$ cat src/rtl/mips32_fetch_queue_if.sv
// Fetch-queue bus bundle: instruction-memory request/ack, redirect/halt control,
// and the IF/ID valid/ready pair presented to decode.
interface mips32_fetch_queue_if;
    logic        imem_req;
    logic [31:0] imem_addr;
    logic        imem_ack;
    logic [31:0] imem_rdata;
    logic        redirect;
    logic [31:0] redirect_pc;
    logic        halt;
    logic        if_valid;
    logic [31:0] if_ir;
    logic [31:0] if_npc;
    logic        if_ready;

    modport master (
        output imem_req, imem_addr, if_valid, if_ir, if_npc,
        input  imem_ack, imem_rdata, redirect, redirect_pc, halt, if_ready
    );

    modport slave (
        input  imem_req, imem_addr, if_valid, if_ir, if_npc,
        output imem_ack, imem_rdata, redirect, redirect_pc, halt, if_ready
    );
endinterface

$ cat src/rtl/mips32_fetch_queue.sv
// MIPS32 instruction prefetch queue: one outstanding imem request, DEPTH-entry
// {ir, npc} FIFO towards decode, redirect flush with in-flight drop, halt gating.
module mips32_fetch_queue #(
    parameter int          DEPTH    = 4,
    parameter logic [31:0] RESET_PC = 32'h0
) (
    input  logic                  clk1,
    input  logic                  rst,
    mips32_fetch_queue_if.master  bus
);
    localparam int PW = $clog2(DEPTH);
    localparam int CW = PW + 1;
    localparam logic [CW:0] DEPTH_V = (CW+1)'(DEPTH);

    typedef enum logic [1:0] {IDLE, REQ, DROP} state_t;

    state_t         state, state_n;
    logic [31:0]    pc, pc_n;
    logic           req_q, req_n;
    logic [31:0]    addr_q, addr_n;
    logic [31:0]    addr_inc;
    logic [31:0]    drop_target;
    logic [PW-1:0]  rd_ptr, wr_ptr;
    logic [CW-1:0]  count, count_n;
    logic [63:0]    mem [DEPTH];
    logic           push, pop, flush;

    // Occupancy after this cycle's push/pop must stay below DEPTH to issue.
    function automatic logic has_space(input logic [CW-1:0] cnt,
                                       input logic psh, input logic pp);
        logic [CW:0] nxt;
        nxt = {1'b0, cnt} + {{CW{1'b0}}, psh} - {{CW{1'b0}}, pp};
        return nxt < DEPTH_V;
    endfunction

    assign addr_inc    = addr_q + 32'd1;
    assign drop_target = bus.redirect ? bus.redirect_pc : pc;
    assign pop         = bus.if_valid && bus.if_ready;

    always_comb begin
        state_n = state;
        req_n   = req_q;
        addr_n  = addr_q;
        pc_n    = pc;
        push    = 1'b0;
        flush   = 1'b0;
        case (state)
            IDLE: begin
                if (bus.redirect) begin
                    flush = 1'b1;
                    pc_n  = bus.redirect_pc;
                    if (!bus.halt) begin
                        state_n = REQ;
                        req_n   = 1'b1;
                        addr_n  = bus.redirect_pc;
                    end
                end else if (!bus.halt && has_space(count, 1'b0, pop)) begin
                    state_n = REQ;
                    req_n   = 1'b1;
                    addr_n  = pc;
                end
            end
            REQ: begin
                if (bus.redirect) begin
                    flush = 1'b1;
                    pc_n  = bus.redirect_pc;
                    if (!bus.imem_ack) begin
                        // Request cannot be withdrawn; wait for it and throw it away.
                        state_n = DROP;
                    end else if (!bus.halt) begin
                        addr_n = bus.redirect_pc;
                    end else begin
                        state_n = IDLE;
                        req_n   = 1'b0;
                    end
                end else if (bus.imem_ack) begin
                    push = 1'b1;
                    pc_n = addr_inc;
                    if (!bus.halt && has_space(count, 1'b1, pop)) begin
                        addr_n = addr_inc;
                    end else begin
                        state_n = IDLE;
                        req_n   = 1'b0;
                    end
                end
            end
            DROP: begin
                if (bus.redirect) begin
                    flush = 1'b1;
                    pc_n  = bus.redirect_pc;
                end
                if (bus.imem_ack) begin
                    if (!bus.halt && (flush || has_space(count, 1'b0, pop))) begin
                        state_n = REQ;
                        addr_n  = drop_target;
                    end else begin
                        state_n = IDLE;
                        req_n   = 1'b0;
                    end
                end
            end
            default: begin
                state_n = IDLE;
                req_n   = 1'b0;
            end
        endcase
    end

    always_comb begin
        case ({push, pop})
            2'b10:   count_n = count + CW'(1);
            2'b01:   count_n = count - CW'(1);
            default: count_n = count;
        endcase
    end

    always_ff @(posedge clk1) begin
        if (rst) begin
            state  <= IDLE;
            pc     <= RESET_PC;
            req_q  <= 1'b0;
            addr_q <= 32'h0;
            count  <= '0;
            rd_ptr <= '0;
            wr_ptr <= '0;
        end else begin
            state  <= state_n;
            pc     <= pc_n;
            req_q  <= req_n;
            addr_q <= addr_n;
            if (flush) begin
                count  <= '0;
                rd_ptr <= '0;
                wr_ptr <= '0;
            end else begin
                count <= count_n;
                if (push) wr_ptr <= wr_ptr + PW'(1);
                if (pop)  rd_ptr <= rd_ptr + PW'(1);
            end
        end
    end

    // Storage carries no reset; occupancy alone decides what is visible.
    always_ff @(posedge clk1) begin
        if (push) mem[wr_ptr] <= {bus.imem_rdata, addr_inc};
    end

    assign bus.imem_req  = req_q;
    assign bus.imem_addr = addr_q;
    assign bus.if_valid  = (count != '0);
    assign bus.if_ir     = mem[rd_ptr][63:32];
    assign bus.if_npc    = mem[rd_ptr][31:0];
endmodule

$ cat src/flat_wrapper.sv
// flat-port wrapper written by rule: the top's interface ports become plain ports
module mips32_fetch_queue_flat 
#(
    parameter int          DEPTH    = 4,
    parameter logic [31:0] RESET_PC = 32'h0
)
  (clk1, rst, bus_imem_req, bus_imem_addr, bus_if_valid, bus_if_ir, bus_if_npc, bus_imem_ack, bus_imem_rdata, bus_redirect, bus_redirect_pc, bus_halt, bus_if_ready);
  mips32_fetch_queue_if bus_i ();
  input  logic clk1;
  input  logic rst;
  output wire logic [$bits(bus_i.imem_req)-1:0] bus_imem_req;
  output wire logic [$bits(bus_i.imem_addr)-1:0] bus_imem_addr;
  output wire logic [$bits(bus_i.if_valid)-1:0] bus_if_valid;
  output wire logic [$bits(bus_i.if_ir)-1:0] bus_if_ir;
  output wire logic [$bits(bus_i.if_npc)-1:0] bus_if_npc;
  input wire logic [$bits(bus_i.imem_ack)-1:0] bus_imem_ack;
  input wire logic [$bits(bus_i.imem_rdata)-1:0] bus_imem_rdata;
  input wire logic [$bits(bus_i.redirect)-1:0] bus_redirect;
  input wire logic [$bits(bus_i.redirect_pc)-1:0] bus_redirect_pc;
  input wire logic [$bits(bus_i.halt)-1:0] bus_halt;
  input wire logic [$bits(bus_i.if_ready)-1:0] bus_if_ready;
  assign bus_imem_req = bus_i.imem_req;
  assign bus_imem_addr = bus_i.imem_addr;
  assign bus_if_valid = bus_i.if_valid;
  assign bus_if_ir = bus_i.if_ir;
  assign bus_if_npc = bus_i.if_npc;
  assign bus_i.imem_ack = bus_imem_ack;
  assign bus_i.imem_rdata = bus_imem_rdata;
  assign bus_i.redirect = bus_redirect;
  assign bus_i.redirect_pc = bus_redirect_pc;
  assign bus_i.halt = bus_halt;
  assign bus_i.if_ready = bus_if_ready;
  mips32_fetch_queue #(.DEPTH(DEPTH), .RESET_PC(RESET_PC)) u_core (.clk1(clk1), .rst(rst), .bus(bus_i));
endmodule
$ cat config.mk
export PLATFORM = sky130hd
export DESIGN_NAME = mips32_fetch_queue_flat
export DESIGN_NICKNAME = d
export VERILOG_FILES = /design/src/rtl/mips32_fetch_queue_if.sv /design/src/rtl/mips32_fetch_queue.sv /design/src/flat_wrapper.sv
export SDC_FILE = /design/constraint.sdc
export NUM_CORES = 1
export LEC_CHECK = 0
export BUFFER_PORTS_ARGS = -buffer_cell sky130_fd_sc_hd__buf_2
export CORE_MARGIN = 2
export CORE_UTILIZATION = 61
export CTS_BUF_LIST = sky130_fd_sc_hd__clkbuf_4
export DETAILED_ROUTE_END_ITERATION = 10
export GPL_TIMING_DRIVEN = 0
export PLACE_DENSITY = 0.81
export SLEW_MARGIN = 20
export SYNTH_ARGS = -nofsm -noshare
export SYNTH_HDL_FRONTEND = slang
export SYNTH_SLANG_ARGS = --single-unit
$ cat constraint.sdc
create_clock -name clk1 -period 4.75 [get_ports clk1]
set_clock_uncertainty 0.2 [all_clocks]
set_input_delay 1.1875 -clock clk1 [delete_from_list [all_inputs] [get_ports clk1]]
set_output_delay 1.1875 -clock clk1 [all_outputs]
set_load 0.02 [all_outputs]
==> results of run 1 <==
-- layer usage --
metal / wire length (um) / vias to the layer above / track usage (%)
met5: 0 / - / 0
met4: 2597 / 0 / 18.43
met3: 5603 / 203 / 11.42
met2: 20580 / 896 / 54.64
met1: 16680 / 5504 / 44.54
li1: - / 4954 / -
-- placed cells by master, fill, tap and decap left out, types with 20 or more instances in the layout --
master / netlist / routed
a211oi_1: 21 / 21
a21oi_1: 60 / 60
buf_2: 16 / 181
clkbuf_1: 52 / 51
clkbuf_4: 0 / 128
dfxtp_1: 76 / 76
edfxtp_1: 256 / 256
mux2i_1: 31 / 31
mux4_2: 64 / 64
nand2_1: 53 / 53
nand3_1: 26 / 26
nor2_1: 83 / 83
nor3_1: 32 / 32
o21ai_0: 36 / 36
o22ai_1: 21 / 20
xnor2_1: 21 / 21
-- stage by stage --
stage / area (um^2) / setup slack [ns] / hold slack, ns
global placement: 16200 / -0.8125 / 0.2802
global route: 17410 / -0.02893 / 0.3275
finish: 17410 / 0.1244 / 0.3060
floorplan: 14970 / 0.7669 / 0.2647
detailed placement: 16330 / 0.4310 / 0.2954
CTS: 17390 / 0.1182 / 0.3043
-- state kept, by name, indices dropped and copies added (netlist names), named ones only --
| name | cells |
|---|---|
| u_core.count | 3 |
| u_core.bus.imem_addr | 32 |
| u_core.mem | 256 |
| u_core.wr_ptr | 2 |
| u_core.bus.imem_req | 1 |
| u_core.pc | 32 |
| u_core.state | 2 |
| u_core.rd_ptr | 2 |
-- worst reg2reg max path: stages, from the launching register on --
cell and delay, ns:
dfxtp_1 0.34, inv_1 0.09, ha_1 0.21, clkbuf_1 0.46, nor2b_1 0.19, clkbuf_1 0.35, clkbuf_1 0.51, and3_4 0.68
buf_12 0.33
-- worst max path at each step --
stage               cells after the start  slack [ns]         start                           to
floorplan                               4        0.77  bus_redirect   u_core.mem[0][0]$_DFFE_PP_
global placement                        5       -0.81  bus_redirect  u_core.mem[0][46]$_DFFE_PP_
finish                                  3        0.12     flip-flop               bus_if_npc[24]
CTS                                     3        0.12     flip-flop               bus_if_npc[12]
global route                            3       -0.03     flip-flop               bus_if_npc[24]
detailed placement                      8        0.43  bus_redirect   u_core.pc[11]$_SDFFE_PP0P_
-- logic make-up after synthesis --
family / count (synthesis)
AO/OA/AOI/OAI: 237
XOR/XNOR: 35
buffers and inverters: 103
flip-flops: 332
multiplexers: 106
adder cells (fa/ha/maj): 11
AND/OR/NAND/NOR: 279
-- power breakdown --
group / total, W / switching (W) / internal (W)
Clock: 0.00237 / 0.00114 / 0.00123
Combinational: 0.00150 / 0.00103 / 0.000464
Sequential: 0.00348 / 0.000154 / 0.00333
Total: 0.00736 / 0.00233 / 0.00502
-- cell type report --
cell class	instances	area [um^2]
diodes	6	15.01
clock inverters	19	98.84
well taps	324	405.4
flip-flops and latches	332	9209
fillers	1655	6766
clock buffers	128	960.9
plain buffers	83	346.6
inverters	19	71.32
repair buffers	169	928.4
multi-input cells	668	5375
==> results.py, run 1 <==
metrics = {
    "die": {
        "start_util_pct": 61.93,
        "core-area_um2": 24180,
        "rows": 57,
        "die_w_um": 160.7,
        "die_h_um": 160.7,
        "dieArea_um2": 25810,
        "io_pins": 168,
    },
    "worst_setup_path": {
        "max_stage_delay_ns": 0.95,
        "path_buf_inv": 2,
        "reg2reg_depth": 8,
        "r2r_setup_slack_ns": 1.02,
        "required_ns": 3.36,
        "critical_path_arrival_ns": 3.24,
        "setup.worst_path.end_class": "output pin",
        "critPathTopFamily": "buffers and inverters",
        "cp-start-kind": "flip-flop",
        "worstSetupPathType": "flip-flop to output pin",
        "critPathMaxFanout": 10,
        "timing.rr.start": "u_core.state[1]$_SDFFE_PP0P_",
        "worstPathCellList": "clkdlybuf4s15_1 > mux4_2 > buf_2",
        "cp_slowest_cell": "dfxtp_1",
        "rr_endpoint": "u_core.mem[1][14]$_DFFE_PP_",
    },
    "routing": {
        "wl_per_cell_um": 26.00,
        "drt_iter0_drc": 1724,
        "num_vias": 11557,
        "drc": 0,
        "routed_via_density": 6.612,
        "ant_nets": 0,
        "dr.pass1.iters": 8,
        "wl_um": 45450,
    },
    "timing": {
        "grt_setup_unrepaired": "yes",
        "min_period_ns": 4.626,
        "finalSetupViolCount": 0,
        "slew-limit-headroom_pct": 16.78,
        "worst_pin_slew_ns": 1.238,
        "hold_viol": 0,
        "slew_violations": 0,
        "post-route-period-util_pct": 97.38,
        "fmax_mhz": 216.2,
        "tns_ns": 0,
    },
    "yosys": {
        "avgSynthCellArea_um2": 13.57,
        "synth-seq-cells": 332,
        "synth_nets": 1184,
        "synthAdderAreaFrac_pct": 0.9693,
        "yosysTopAreaCellShare_pct": 51.34,
        "synthMuxAreaShare_pct": 12.53,
        "synth_compound_gate_area_share_pct": 10.90,
        "synth_top_family_by_area": "multiplexers",
        "synth.most_common_cell": "edfxtp_1",
        "ys.flop_type": "edfxtp_1",
        "synth.distinct_cells": 70,
        "ys_async_sr_fraction_pct": 0,
        "syn_area_um2": 14970,
        "synth_top_cells_by_area": "edfxtp_1, dfxtp_1, mux4_2, nor2_1, mux2i_1",
        "synth_area_leader_cell": "edfxtp_1",
        "synth_edf_count": 256,
        "synthTopCellsByCount": "edfxtp_1, nor2_1, dfxtp_1",
        "seq_area_frac_synth_pct": 61.50,
        "yosysWarnings": 0,
        "synth_xor_area_share_pct": 2.097,
        "synth-simple-area-share_pct": 9.234,
        "syn_inst": 1103,
    },
    "hold_path": {
        "worstHoldEndpoint": "u_core.pc[4]$_SDFFE_PP0P_",
        "holdCritStartpoint": "u_core.pc[4]$_SDFFE_PP0P_",
        "hold_path_class": "flip-flop to flip-flop",
        "min_path_cells": 2,
    },
    "global_route": {
        "grt_overflow": 0,
        "grt_max_degree": 51,
        "grt_pass1_wl_um": 67570,
        "grt_use_total_pct": 35.15,
        "antenna_found_initial": 3,
        "grt_pass1_vias": 11539,
    },
    "finish": {
        "final_cells": 1748,
        "num-nets-final": 1435,
        "area.growth.synth_to_final_pct": 16.28,
        "final_util_pct": 72.01,
        "drive_gt1_share_pct": 28.91,
    },
    "clocking": {
        "clockBufferDepth": 3,
        "cts_hold_buf": 0,
        "post_cts_resized": 0,
        "cts_setup_buffers": 0,
        "root_buffer": "clkbuf_4",
        "clk_latency_ns": 0.73,
        "cts_tree": "yes",
        "cts_made_buffers": 81,
        "cts_sinks": 332,
        "htree_levels": 3,
        "clk_pin_slew_ns": 0.06,
    },
    "placed_design": {
        "io_buffer_count": 165,
        "hpwlAfterDp_um": 30750,
        "placed_cells": 1596,
        "gp_congestion": 1.037,
    },
    "pwr": {
        "finalPower_w": 0.007357,
        "irDropWorstVdd_mv": 0.2355,
        "p_per_area_nw_per_um2": 422.5,
        "cellLeakagePower_nw": 6.203,
    },
    "run_status": {
        "outcome": "complete, no violations",
    },
    "flow_run": {
        "drv_cap": 0,
    },
}
(Power assumes the default switching activity.)
==> inputs of run 2 (changes only) <==
REMOVE_ABC_BUFFERS = 1   (was not set)
clock period = 5 ns   (was 4.75 ns; I/O delays follow)
==> results.py, run 2 (synthesized netlist as in run 1, its figures left out) <==
metrics = {
    "timing": {
        "worst_slack_ns": 0.5666,
        "finalSetupViolCount": 0,
        "min_period_ns": 4.433,
        "hold_viol": 0,
        "post-route-period-util_pct": 88.67,
        "fmax_mhz": 225.6,
        "grt_setup_unrepaired": "no",
        "slew_violations": 0,
        "slew-limit-headroom_pct": 23.34,
        "worst_pin_slew_ns": 1.147,
    },
    "die": {
        "die_w_um": 160.7,
        "start_util_pct": 61.93,
        "core-area_um2": 24180,
        "io_pins": 168,
        "dieArea_um2": 25810,
        "die_h_um": 160.7,
        "rows": 57,
    },
    "worst_setup_path": {
        "r2r_setup_slack_ns": 0.89,
        "cp-start-kind": "input pin",
        "rr_endpoint": "u_core.bus.imem_addr[14]$_SDFFE_PP0P_",
        "cp_slowest_cell": "nor2b_1",
        "timing.rr.start": "u_core.state[0]$_SDFFE_PP0P_",
        "reg2reg_depth": 7,
        "setup.worst_path.end_class": "flip-flop",
        "required_ns": 5.40,
        "critical_path_arrival_ns": 4.84,
        "worstPathCellList": "buf_4 > buf_16 > nor2b_1 > nor4_1 > or4_4 > or4_1 > o32ai_1",
        "max_stage_delay_ns": 0.95,
        "critPathMaxFanout": 81,
        "worstSetupPathType": "input pin to flip-flop",
    },
    "clocking": {
        "post_cts_resized": 0,
        "cts_made_buffers": 85,
        "cts_sinks": 332,
        "clockBufferDepth": 3,
        "htree_levels": 3,
        "cts_setup_buffers": 0,
        "cts_hold_buf": 0,
        "clk_latency_ns": 0.71,
        "clk_pin_slew_ns": 0.07,
        "cts_tree": "yes",
        "root_buffer": "clkbuf_4",
    },
    "global_route": {
        "grt_pass1_wl_um": 57670,
        "gr-usage-met2_pct": 47.55,
        "grt_pass1_vias": 10533,
        "top_usage_layer": "met2",
        "grt_max_degree": 82,
        "use_met1_pct": 38.56,
        "use_met3_pct": 6.224,
        "grt_use_total_pct": 28.75,
        "grt_overflow": 0,
        "antenna_found_initial": 1,
    },
    "placed_design": {
        "post-place-ws_ns": 0.02673,
        "gp_congestion": 0.8817,
        "hpwlAfterDp_um": 23660,
        "placed_area_um2": 16260,
        "placed_cells": 1524,
        "io_buffer_count": 167,
    },
    "pwr": {
        "p_switching_w": 0.002086,
        "switching_share_pct": 30.29,
        "p_per_area_nw_per_um2": 396.7,
        "comb_power_share_pct": 18.3,
        "seq_power_share_pct": 48.5,
        "power.share.clock_pct": 33.2,
        "finalPower_w": 0.006886,
        "p_int_w": 0.004800,
        "irDropWorstVdd_mv": 0.2802,
        "cellLeakagePower_nw": 6.170,
    },
    "finish": {
        "area.growth.synth_to_final_pct": 15.91,
        "layout_commonest_cell": "edfxtp_1",
        "final_cell_mix": "edfxtp_1, buf_2, clkbuf_4, nor2_1, dfxtp_1",
        "top_register": "u_core.mem",
        "num-nets-final": 1368,
        "drive_gt1_share_pct": 30.65,
        "design_area_um2": 17360,
        "fill_cells": 1644,
        "final_cells": 1679,
        "largest_reg_flops": 256,
    },
    "routing": {
        "wl_um": 37470,
        "dr.pass1.iters": 7,
        "wl_per_cell_um": 22.32,
        "routed_via_density": 6.432,
        "ant_nets": 0,
        "num_vias": 10800,
        "drt_iter0_drc": 1501,
        "drc": 0,
    },
    "hold_path": {
        "hold_path_class": "flip-flop to flip-flop",
        "worstHoldEndpoint": "u_core.wr_ptr[1]$_SDFFE_PP0P_",
        "min_path_cells": 2,
        "holdCritStartpoint": "u_core.wr_ptr[1]$_SDFFE_PP0P_",
    },
    "flow_run": {
        "drv_cap": 0,
    },
    "run_status": {
        "outcome": "complete, no violations",
    },
}
run 2: per-stage QoR:
step | utilization, % | TNS [ns] | hold slack, ns
after floorplan | - | 0 | 0.2587
after global placement | 65.64 | -586.43 | 0.2763
after detailed placement | 67.24 | 0 | 0.2866
after CTS | 71.77 | 0 | 0.2957
after global routing | 71.78 | 0 | 0.3317
final | 71.78 | 0 | 0.2928
run 2: power by group through the flow:
| stage | clock network (W) | registers [W] | logic [W] |
|---|---|---|---|
| 2_1_floorplan | 0 | 0.00342 | 0.000689 |
| 3_3_place_gp | 0 | 0.00339 | 0.00114 |
| 3_5_place_dp | 0 | 0.00339 | 0.00122 |
| 4_1_cts | 0.00233 | 0.00333 | 0.00123 |
| 5_1_grt | 0.00247 | 0.00336 | 0.00134 |
| 6_report | 0.00229 | 0.00334 | 0.00126 |
run 2: critical path: cells and delay by family:
family | cells | cell delay (ns)
simple gates | 4 | 2.63
buf+inv | 2 | 0.78
compound gates | 1 | 0.11
run 2: area by class of cell:
cell class | instances | area [um^2] | share of cell area, %
flip-flops and latches | 332 | 9216 | 53.10
multi-input cells | 668 | 5418 | 31.22
repair buffers | 181 | 1146 | 6.604
clock buffers | 123 | 923.4 | 5.320
well taps | 324 | 405.4 | 2.336
clock inverters | 31 | 172.7 | 0.9949
inverters | 19 | 71.32 | 0.4109
diodes | 1 | 2.502 | 0.01442
run 2: worst max-delay path by stage:
stage,startpoint,cells after the start,slack (ns),endpoint
global route,bus_redirect,7,0.56,u_core.bus.imem_addr[12]$_SDFFE_PP0P_
CTS,bus_redirect,7,0.75,u_core.bus.imem_addr[12]$_SDFFE_PP0P_
detailed placement,bus_redirect,7,0.03,u_core.bus.imem_addr[12]$_SDFFE_PP0P_
global placement,bus_redirect,6,-2.07,u_core.bus.imem_addr[7]$_SDFFE_PP0P_
finish,bus_redirect,7,0.57,u_core.bus.imem_addr[12]$_SDFFE_PP0P_
floorplan,flip-flop,1,0.1,bus_if_ir[0]
run 2: metal layers:
layer | vias to the layer above | part of all wire [%]
met5 | - | 0
met4 | 0 | 1.9
li1 | 4805 | -
met1 | 5275 | 39
met3 | 70 | 9.1
met2 | 650 | 50
